**src/rtl/kgp_pkg.sv**
```systemverilog
// Shared constants for the iterative multiplier: operand width, counter width
// and FSM state encoding.
package kgp_pkg;
    localparam int WIDTH = 32;
    localparam int CNT_W = 6;

    localparam logic [1:0] ST_IDLE = 2'd0;
    localparam logic [1:0] ST_RUN  = 2'd1;
    localparam logic [1:0] ST_WB   = 2'd2;
endpackage

```
**src/rtl/kgp_negate2w.sv**
```systemverilog
// Combinational two's-complement negate.
// Defaults to the full product width and is also used at operand width.
module kgp_negate2w
    import kgp_pkg::*;
#(
    parameter int N = 2 * WIDTH
) (
    input  logic [N-1:0] a_i,
    output logic [N-1:0] y_o
);
    assign y_o = ~a_i + N'(1);
endmodule

```
**src/rtl/kgp_mul_unit.sv**
```systemverilog
// Iterative radix-2 shift-add 32x32 multiplier.
// The low product word is written back through WR/RSW, and the high word is held in HI.
module kgp_mul_unit
    import kgp_pkg::*;
(
    input  logic             CLK,
    input  logic             RSTN,
    input  logic             START,
    input  logic             SIGNED_OP,
    input  logic [WIDTH-1:0] RS_IN,
    input  logic [WIDTH-1:0] RT_IN,
    output logic             STALL,
    output logic             WR,
    output logic [WIDTH-1:0] RSW,
    output logic [WIDTH-1:0] HI,
    output logic             DONE
);
    localparam int PW = 2 * WIDTH;

    logic [1:0]       state_q, state_d;
    logic [CNT_W-1:0] cnt_q, cnt_d;
    logic [PW-1:0]    acc_q, acc_d;
    logic [PW-1:0]    mcand_q, mcand_d;
    logic [WIDTH-1:0] mplier_q, mplier_d;
    logic             sign_q, sign_d;
    logic             stall_q, stall_d;
    logic             wr_q, wr_d;
    logic [WIDTH-1:0] rsw_q, rsw_d;
    logic [WIDTH-1:0] hi_q, hi_d;

    logic [WIDTH-1:0] rs_neg, rt_neg, rs_mag, rt_mag;
    logic [PW-1:0]    acc_step, prod_neg, prod_final;

    kgp_negate2w #(.N(WIDTH)) u_neg_rs (.a_i(RS_IN), .y_o(rs_neg));
    kgp_negate2w #(.N(WIDTH)) u_neg_rt (.a_i(RT_IN), .y_o(rt_neg));
    kgp_negate2w #(.N(PW))    u_neg_p  (.a_i(acc_step), .y_o(prod_neg));

    // The magnitude of -2^31 wraps to 0x8000_0000, which is correct when it is treated as unsigned.
    assign rs_mag = (SIGNED_OP && RS_IN[WIDTH-1]) ? rs_neg : RS_IN;
    assign rt_mag = (SIGNED_OP && RT_IN[WIDTH-1]) ? rt_neg : RT_IN;

    assign acc_step   = acc_q + (mplier_q[0] ? mcand_q : '0);
    assign prod_final = sign_q ? prod_neg : acc_step;

    always_comb begin
        state_d  = state_q;
        cnt_d    = cnt_q;
        acc_d    = acc_q;
        mcand_d  = mcand_q;
        mplier_d = mplier_q;
        sign_d   = sign_q;
        wr_d     = 1'b0;
        rsw_d    = rsw_q;
        hi_d     = hi_q;
        case (state_q)
            ST_IDLE: begin
                if (START) begin
                    sign_d   = SIGNED_OP & (RS_IN[WIDTH-1] ^ RT_IN[WIDTH-1]);
                    mcand_d  = {{WIDTH{1'b0}}, rs_mag};
                    mplier_d = rt_mag;
                    acc_d    = '0;
                    cnt_d    = '0;
                    state_d  = ST_RUN;
                end
            end
            ST_RUN: begin
                acc_d    = acc_step;
                mcand_d  = mcand_q << 1;
                mplier_d = mplier_q >> 1;
                cnt_d    = cnt_q + CNT_W'(1);
                if (cnt_q == CNT_W'(WIDTH - 1)) begin
                    state_d = ST_WB;
                    wr_d    = 1'b1;
                    rsw_d   = prod_final[WIDTH-1:0];
                    hi_d    = prod_final[PW-1:WIDTH];
                end
            end
            ST_WB: begin
                state_d = ST_IDLE;
            end
            default: begin
                state_d = ST_IDLE;
            end
        endcase
        stall_d = (state_d != ST_IDLE);
    end

    always_ff @(posedge CLK or negedge RSTN) begin
        if (!RSTN) begin
            state_q  <= ST_IDLE;
            cnt_q    <= '0;
            acc_q    <= '0;
            mcand_q  <= '0;
            mplier_q <= '0;
            sign_q   <= 1'b0;
            stall_q  <= 1'b0;
            wr_q     <= 1'b0;
            rsw_q    <= '0;
            hi_q     <= '0;
        end else begin
            state_q  <= state_d;
            cnt_q    <= cnt_d;
            acc_q    <= acc_d;
            mcand_q  <= mcand_d;
            mplier_q <= mplier_d;
            sign_q   <= sign_d;
            stall_q  <= stall_d;
            wr_q     <= wr_d;
            rsw_q    <= rsw_d;
            hi_q     <= hi_d;
        end
    end

    assign STALL = stall_q;
    assign WR    = wr_q;
    assign DONE  = wr_q;
    assign RSW   = rsw_q;
    assign HI    = hi_q;
endmodule

```
**config.mk**
```make
export PLATFORM = sky130hd
export DESIGN_NAME = kgp_mul_unit
export DESIGN_NICKNAME = d
export VERILOG_FILES = /design/src/rtl/kgp_pkg.sv /design/src/rtl/kgp_negate2w.sv /design/src/rtl/kgp_mul_unit.sv
export SDC_FILE = /design/constraint.sdc
export NUM_CORES = 1
export LEC_CHECK = 0
export ABC_AREA = 0
export BUFFER_PORTS_ARGS = -buffer_cell sky130_fd_sc_hd__buf_2
export CORE_MARGIN = 2
export CORE_UTILIZATION = 50
export DETAILED_ROUTE_END_ITERATION = 10
export PLACE_DENSITY = 0.7
export SYNTH_ARGS = -nofsm -noshare
export SYNTH_HDL_FRONTEND = slang
export SYNTH_SLANG_ARGS = --single-unit
```
**constraint.sdc**
```tcl
create_clock -name CLK -period 4.74 [get_ports CLK]
set_clock_uncertainty 0.15 [all_clocks]
set_input_delay 0.948 -clock CLK [delete_from_list [all_inputs] [get_ports CLK]]
set_output_delay 0.948 -clock CLK [all_outputs]
set_load 0.02 [all_outputs]
```
### After elaboration in Yosys (flattened, before gate mapping)

Cells that the tools add are included.

| storage, ports and cells | value |
|---|---|
| register bits | 235 |
| output and inout port bits | 67 |
| logic and storage cells | 48 |
| input bits | 68 |

| operators by class | value |
|---|---|
| reductions and logical operators | 8 |
| bitwise operators | 5 |
| add/sub/neg operators | 5 |
| equal/unequal tests | 3 |
| muxes and demuxes | 17 |

Operators with widths:

| operator | count |
|---|---|
| $mux W64 | 4 |
| $pmux W64 S2 | 2 |
| $mux W32 | 3 |
| $add A32 B1 Y32 const B | 2 |
| $add A64 B1 Y64 const B | 1 |
| $add A64 B64 Y64 | 1 |
| $not A32 Y32 | 2 |
| $not A64 Y64 | 1 |
| $pmux W32 S2 | 1 |
| $pmux W6 S2 | 1 |
| $add A6 B1 Y6 const B | 1 |
| $eq A6 B5 Y1 const B | 1 |
| $mux W6 | 1 |
| $reduce_and A2 Y1 | 3 |
| $mux W2 | 2 |
| $pmux W2 S2 | 1 |
| $reduce_bool A2 Y1 | 2 |
| $eq A2 B1 Y1 const B | 1 |
| $logic_and A1 B1 Y1 | 2 |
| $logic_not A2 Y1 | 1 |
| $mux W1 | 2 |
| $ne A2 B2 Y1 const B | 1 |
| $and A1 B1 Y1 | 1 |
| $xor A1 B1 Y1 | 1 |

### Logic depth before layout (Yosys ltp)

Gate-level depths: netlist of run 1.

| depth | value |
|---|---|
| depth in word-level cells | 5 |
| mapped depth | 18 |
| depth with buffers taken out | 16 |

### Modules after synthesis

Synthesis of run 1 repeated with hierarchy kept, for this count alone.

| second synthesis, totals | value |
|---|---|
| cells, all modules | 1,834 |
| area total of the unflattened synthesis | 16,729.8 um^2 |

Modules (own cells, without submodules):

| module | area each (um^2) | sequential area each (um^2) | instances | cells each |
|---|---|---|---|---|
| kgp_mul_unit | 14,168.6 | 5,880.6 | 1 | 1,482 |
| kgp_negate2w at u_neg_p | 1,287.5 | 0.0 | 1 | 186 |
| kgp_negate2w at u_neg_rs ... | 636.9 | 0.0 | 2 | 83 |

### Worst setup path after synthesis of run 1

Ideal clock, no wire load.

| timing path | value |
|---|---|
| path kind | reg2reg |
| start point | reg mplier_q[0] |
| end point | reg hi_q[18] (netlist: HI[18]) |
| arrival time | 4.094 ns |
| path slack | 0.372 ns |
| data required time | 4.465 ns |
| setup time | 0.125 ns |
| stages on the path, launching flop included | 18 |
| period minus slack after synthesis | 4.368 ns |
| buffers on the path | 3 |
| cells stage by stage | dfrtp_1 clkbuf_1 clkbuf_1 and2_1 ha_1 buf_4 a21oi_4 o21ai_2 or2_2 o221ai_2 o2111ai_2 or4_4 or2_4 nand4bb_1 nand3b_4 o21a_1 xnor2_1 mux2_2 |

| on the way | value |
|---|---|
| word-level cells in the longest chain between the ends | 5 |

Ends and longest elaborated chain:

| what | RTL line | source |
|---|---|---|
| from (decl) | kgp_mul_unit.sv:24 | `logic [WIDTH-1:0] mplier_q, mplier_d;` |
| from (signal assigned) | kgp_mul_unit.sv:105 | `mplier_q <= mplier_d;` |
| $mux W64 * | kgp_mul_unit.sv:42 | `assign acc_step = acc_q + (mplier_q[0] ? mcand_q : '0);` |
| $add A64 B64 Y64 * | kgp_mul_unit.sv:42 |  |
| $not A64 Y64 | kgp_negate2w.sv:11 | `assign y_o = ~a_i + N'(1);` |
| $add A64 B1 Y64 | kgp_negate2w.sv:11 |  |
| $mux W64 * | kgp_mul_unit.sv:43 | `assign prod_final = sign_q ? prod_neg : acc_step;` |
| to (signal assigned) | kgp_mul_unit.sv:110 | `hi_q <= hi_d;` |
| to (decl) | kgp_mul_unit.sv:29 | `logic [WIDTH-1:0] hi_q, hi_d;` |

Every way passes the cells marked *; elsewhere a longest branch is shown, timed or not.
A chain may end at the register's enable or synchronous reset.

### Worst setup path in the final report of run 1

| timing path | value |
|---|---|
| start point | reg mplier_q[0] |
| end point | reg hi_q[24] (netlist: HI[24]) |

The elaborated chain is that of the path after synthesis.

==> results.tsv, run 1 <==
metric	value	unit
run status	finished, final reports clean	
DP HPWL	36.8	mm
pwr dens	632	nW/µm²
# setup viols final	0	
Area growth syn-to-layout	18.8	%
htree depth	1	
die area	34400	µm²
Netlist Area Pre-Place	16500	µm²
Die Wd	186	µm
largest net degree at the start of global routing	126	
Critical Path RT	5000	ps
maxcap violations	0	
async set-reset flop share out of synthesis	1.00	
Die Ht	186	µm
crit path kind	flip-flop to flip-flop	
Num CTS Buffers	26	
Sink Count	235	
Slew headroom	0.326	
Ports	135	
CTS tree	built	
Placeable Area	32500	µm²
worst skew pair latency	560	ps
Mean Syn Cell Area	8.63	µm²
period utilization	0.973	
I/O Buffers	134	
Most Frequent Cell on Critical Path	a21oi_1	
Main synth FF type	dfrtp_1	
Static Leakage	8.79	nW
share of layout cells above drive strength 1	0.197	
Root Driver	clkbuf_16	
wire length per cell	19.1	µm
Routed WL	49.2	mm
Inserted Diodes	0	
clk slew on worst S/H paths	60	ps
post-route ant nets	0	
max incr delay on CP	590	ps
Achievable Freq	217	MHz
WP buf/inv	1	
synth unique cells	104	
post-route minimum period	4610	ps
Final Slew Violations	0	
RSZ-0062 raised after global routing	yes	
gp weighted congestion	0.986	
CP startpoint kind	flip-flop	
#FFs+latches synth	235	
Max Fanout on Critical Path	33	
Fin Hold WS	321	ps
Synthesized Nets	2045	
Detailed Routing Iterations Pass 1	6	
Hold Crit Class	input port to asynchronous set/reset pin	
number of global-route vias before repair	14627	
Post-synth EDFFs	0	
setup TNS	0	ps
DR vias	15332	
Crit. End Element	flip-flop	
Top delay family on crit path	compound AO/OA/AOI/OAI gates	
synthesized instance count	1909	
CTS Buffer Depth	3	
Syn. warnings	0	
Tot GR Track Use	0.283	
worst-path cell chain	buf_12 > and2_1 > ha_1 > a21oi_1 > o21ai_0 > a21oi_1 > o22ai_1 > or4_1 > a22oi_4 > o2111ai_4 > nor4b_4 > nand3b_4 > o41ai_4 > xnor2_2 > o21ai_1	
most common cell after layout, fill and taps aside	dfrtp_1	
Starting Density	0.507	
FILL cells	2996	
1st-iter DRT viols	995	
DR DRC count	0	
grt ovf	0	
Tightest Pin Transition	1010	ps
critical path data arrival time	4870	ps
post-synthesis sequential area ratio	0.357	
Via density	5.97	
CP max-delay cell	or4_1	
initial antenna violation count	0	
post-layout net count	2247	
first-pass GRT wire length	77.9	mm
worst vdd ir	0.000279	V
most frequent cells in the layout	233 x dfrtp_1, 229 x nand2_1, 192 x o21ai_0	
Std-Cell Rows	66	
Final Hold Viols	0	
## final timing paths
kind | startpoint | endpoint | slack [ps] | cells past startpoint
max in group asynchronous | RSTN | mplier_q[3] | 3040 | 2
max | mplier_q[0] | HI[24] | 130 | 15
max reg2reg | mplier_q[0] | HI[24] | 130 | 15
min in group CLK | RSW[27] | RSW[27] | 320 | 2
min | RSTN | HI[6] | 320 | 1
min reg2reg | RSW[27] | RSW[27] | 320 | 2
## kinds of logic after synthesis
family,Yosys count,share of synthesized area
buffers and inverters,130,0.0315
and+or+nand+nor,629,0.195
DFF,235,0.357
muxes,3,0.00190
AOI/OAI and AO/OA,681,0.276
xor gates and xnor gates,163,0.0875
adders and majority gates,68,0.0521
## synthesized netlist by cell type (all sizes together), types with 17 or more instances
cell	number	share of area
clkbuf	81	0.018
xor2	71	0.038
buf	22	0.0069
xnor2	92	0.050
o22ai	29	0.011
or3	17	0.0068
and2	74	0.028
inv	26	0.0059
a211oi	17	0.0094
dfrtp	235	0.36
a21o	26	0.012
ha	67	0.051
nor2	117	0.027
a22oi	50	0.024
nand2	230	0.052
o31ai	27	0.013
nor3	36	0.012
nand3	33	0.010
nand4	27	0.010
a22o	72	0.038
o21ai	242	0.074
a21oi	125	0.040
## power by group
group / switching, mW / internal, mW / total (mW)
Sequential: 0.610 / 2.81 / 3.42
Clock: 0.815 / 1.11 / 1.92
Combinational: 4.04 / 3.00 / 7.04
Total: 5.47 / 6.91 / 12.4
## routing by layer
layer | global-route usage | vias up | share of wire
li1 | - | 7392 | -
met1 | 0.389 | 7427 | 0.45
met2 | 0.472 | 421 | 0.47
met3 | 0.0348 | 92 | 0.046
met4 | 0.0772 | 0 | 0.034
met5 | 0 | - | 0
## stage by stage
stage | worst slack, ps | instance area (µm²) | cells | total power, mW | util
2_1_floorplan | 372 | 16500 | 1909 | 7.72 | -
3_3_place_gp | 16.6 | 18400 | 2513 | 10.0 | 0.564
3_5_place_dp | -26.5 | 18400 | 2513 | 10.2 | 0.564
4_1_cts | 3.09 | 19200 | 2557 | 12.1 | 0.589
5_1_grt | -77.1 | 19600 | 2569 | 13.3 | 0.602
6_report | 127 | 19600 | 2569 | 12.4 | 0.602
## worst register-to-register path: cells and delay by family (launching register included)
| kind | cells | cell delay (ps) |
|---|---|---|
| AO/OA/AOI/OAI | 8 | 1720 |
| AND/OR/NAND/NOR | 4 | 1440 |
| buffers and inverters | 1 | 180 |
| XOR/XNOR | 1 | 170 |
| adder cells (fa/ha/maj) | 1 | 390 |
| flip-flops | 1 | 440 |
## layout make-up
class                   count  area (µm²)  share of cell area
flip-flops and latches    235        5880               0.301
clock inverters             6        66.3             0.00339
inverters                  27         101             0.00518
repair buffers            276        1800              0.0920
well taps                 442         553              0.0282
multi-input cells        1545       10400               0.534
clock buffers              38         726              0.0371
## timing repair
item | 4_1_cts | 5_1_grt
resized for setup | 2 | 66
setup endpoints to repair | 1 | 35
buffers inserted | 0 | 11
hold buffers | 0 | 0
pin swaps | 1 | 22
gates cloned | 0 | 1
## state kept, by name, summed over array words and instances (netlist names)
register	cells
mplier_q	32
acc_q	64
STALL	1
HI	32
state_q	2
sign_q	1
RSW	32
cnt_q	6
DONE	1
mcand_q	64
No activity file was read; power rests on OpenSTA's default activity.
==> run 2, diff against run 1 <==
--- a/config.mk
+++ b/config.mk
@@ -10,7 +10,7 @@
 export CORE_MARGIN = 2
 export CORE_UTILIZATION = 50
 export DETAILED_ROUTE_END_ITERATION = 10
-export PLACE_DENSITY = 0.7
+export PLACE_DENSITY = 0.72
 export SYNTH_ARGS = -nofsm -noshare
 export SYNTH_HDL_FRONTEND = slang
 export SYNTH_SLANG_ARGS = --single-unit
==> constraint.sdc (replaced) <==
create_clock -name CLK -period 3.7 [get_ports CLK]
set_clock_uncertainty 0.15 [all_clocks]
set_input_delay 0.74 -clock CLK [delete_from_list [all_inputs] [get_ports CLK]]
set_output_delay 0.74 -clock CLK [all_outputs]
set_load 0.02 [all_outputs]
==> run 2 against run 1 <==
Compared with the run above: the run now ends with setup timing left; utilization grew 14 points; global-route usage rose by 3.9 points; worst hold slack worse by 240 ps; flip-flop and latch count is the same; critical endpoint is now HI[30]; largest cell class unchanged; largest power group unchanged; highest routed layer unchanged.
==> results.tsv, run 2 (synthesized netlist as in run 1, its figures left out) <==
metric	value	unit	change
run status	finished, violations left		
violated checks	setup timing		
Die Wd	186	µm	unchanged
Std-Cell Rows	66		unchanged
Slew headroom	0.440		+0.114
Hold Crit Class	input port to asynchronous set/reset pin		
Die Ht	186	µm	unchanged
CP startpoint	mplier_q[0]		
max incr delay on CP	510	ps	-80 ps
Most Frequent Cell on Critical Path	buf_6		
largest net degree at the start of global routing	126		unchanged
pwr dens	826	nW/µm²	+31%
CP startpoint kind	flip-flop		
most frequent cells in the layout	485 x buf_4, 233 x dfrtp_1, 217 x nand2_1		
FILL cells	2382		-20%
Starting Density	0.507		unchanged
Max Fanout on Critical Path	8		-76%
worst-path cell chain	buf_12 > buf_16 > and2_4 > ha_4 > buf_4 > and4_1 > o211ai_1 > o22ai_2 > o31a_1 > or4b_1 > o211ai_2 > nor3b_2 > nor3b_4 > buf_6 > nand3b_4 > buf_6 > o41ai_4 > xnor2_1 > o21ai_1		
share of layout cells above drive strength 1	0.393		+0.196
htree depth	1		unchanged
final instance area	24000	µm²	+23%
Static Leakage	11.0	nW	+25%
pre-CTS setup slack	-1040	ps	-1010 ps
Util after Layout	0.739		+0.137
most common cell after layout, fill and taps aside	buf_4		
RSZ-0062 raised after global routing	yes		
CTS tree	built		
first-pass GRT wire length	88.9	mm	+14%
Critical Path RT	3970	ps	-1030 ps
Root Driver	clkbuf_16		
wire length per cell	19.0	µm	-0.60%
gp weighted congestion	0.950		-3.6%
Area growth syn-to-layout	45.8	%	
worst skew pair latency	570	ps	about the same
crit path kind	flip-flop to flip-flop		
clk slew on worst S/H paths	60	ps	about the same
CTS Buffer Depth	3		unchanged
Achievable Freq	217	MHz	about the same
Final Slew Violations	0		unchanged
final setup margin	-916	ps	-1040 ps
DP HPWL	39.7	mm	+7.8%
# setup viols final	51		+51
Post-DP Area	21100	µm²	+15%
Final Hold Viols	0		unchanged
I/O Buffers	134		unchanged
Largest regs	acc_q x64, mcand_q x64		
post-layout net count	2625		+17%
CP max-delay cell	or4b_1		
Tot GR Track Use	0.322		+0.0385
post-route minimum period	4620	ps	+2.33 ps
Sink Count	235		unchanged
Via density	5.85		-2.0%
R2R Path Start	mplier_q[0]		
number of global-route vias before repair	17389		+19%
Inserted Diodes	0		unchanged
DR DRC count	0		unchanged
initial antenna violation count	0		unchanged
WP buf/inv	5		+4
Ports	135		unchanged
Tightest Pin Transition	840	ps	-171 ps
Top delay family on crit path	simple AND/OR/NAND/NOR gates		
FF-to-FF setup slack	-920	ps	-1040 ps
Crit. End Element	flip-flop		
critical path data arrival time	4880	ps	about the same
Num CTS Buffers	27		+3.8%
worst vdd ir	0.000392	V	+40%
Detailed Routing Iterations Pass 1	6		unchanged
Placeable Area	32500	µm²	unchanged
1st-iter DRT viols	1173		+18%
Routed WL	56.2	mm	+14%
period utilization	1.25		+0.274
grt ovf	0		unchanged
die area	34400	µm²	unchanged
post-route ant nets	0		unchanged
maxcap violations	0		unchanged
DR vias	17270		+13%
-- run 2: cell count changes in the layout (fill, tap and decap cells not counted), moves of 14 or more --
| cell | change |
|---|---|
| buf_4 | +348 |
| o21ai_0 | -37 |
| a21oi_1 | -28 |
| ha_1 | -28 |
| ha_4 | +28 |
| a21oi_2 | +26 |
| buf_6 | +18 |
| o21ai_2 | +18 |
| o21ai_1 | +17 |
| and2_1 | -16 |
| nor2_1 | -15 |
| and2_4 | +14 |
-- run 2: path summary, 6_finish.rpt --
check / to / cells after the start
worst max register to register: HI[30] / 19
worst max-delay path: HI[30] / 19
worst min register to register: RSW[26] / 2
max in group asynchronous: mplier_q[14] / 2
min in group CLK: mplier_q[31] / 3
worst min-delay path: mcand_q[36] / 1
-- run 2: layer usage --
metal	up-vias	share of wire	track usage
li1	8181	-	-
met1	8368	0.41	0.399
met2	563	0.49	0.569
met3	158	0.050	0.0403
met4	0	0.042	0.126
met5	-	0	0
-- run 2: area by class of cell --
| cell class | count | area (µm²) | share of cell area |
|---|---|---|---|
| clock inverter | 18 | 292 | 0.0121 |
| tap | 442 | 553 | 0.0230 |
| inverter | 27 | 101 | 0.00422 |
| timing repair buffer | 654 | 4880 | 0.203 |
| sequential | 235 | 5880 | 0.245 |
| multi-input combinational | 1544 | 11600 | 0.483 |
| clock buffer | 32 | 724 | 0.0301 |
-- run 2: power breakdown --
part           internal (mW)  total, mW  leakage, nW  switching (mW)
registers               3.59       4.41         3.05           0.820
clock network           1.89       3.03        0.494            1.14
logic                   6.11       12.4         7.47            6.29
total                   11.6       19.8         11.0            8.25
-- run 2: through the flow --
stage	hold slack, ps	instances	TNS (ps)	total power, mW
floorplan	294	1909	-12920	10.1
global placement	307	2843	-29040	14.7
detailed placement	315	2843	-32080	15.0
CTS	121	2939	-25560	19.4
global route	139	2952	-38650	21.0
finish	81.7	2952	-31030	19.8
-- run 2: what timing repair did --
action | CTS | global route
pin swaps | 60 | 41
hold buffers | 0 | 0
setup buffers | 42 | 17
cloned | 4 | 1
gates resized for setup | 220 | 87
endpoints found under the setup margin | 56 | 60
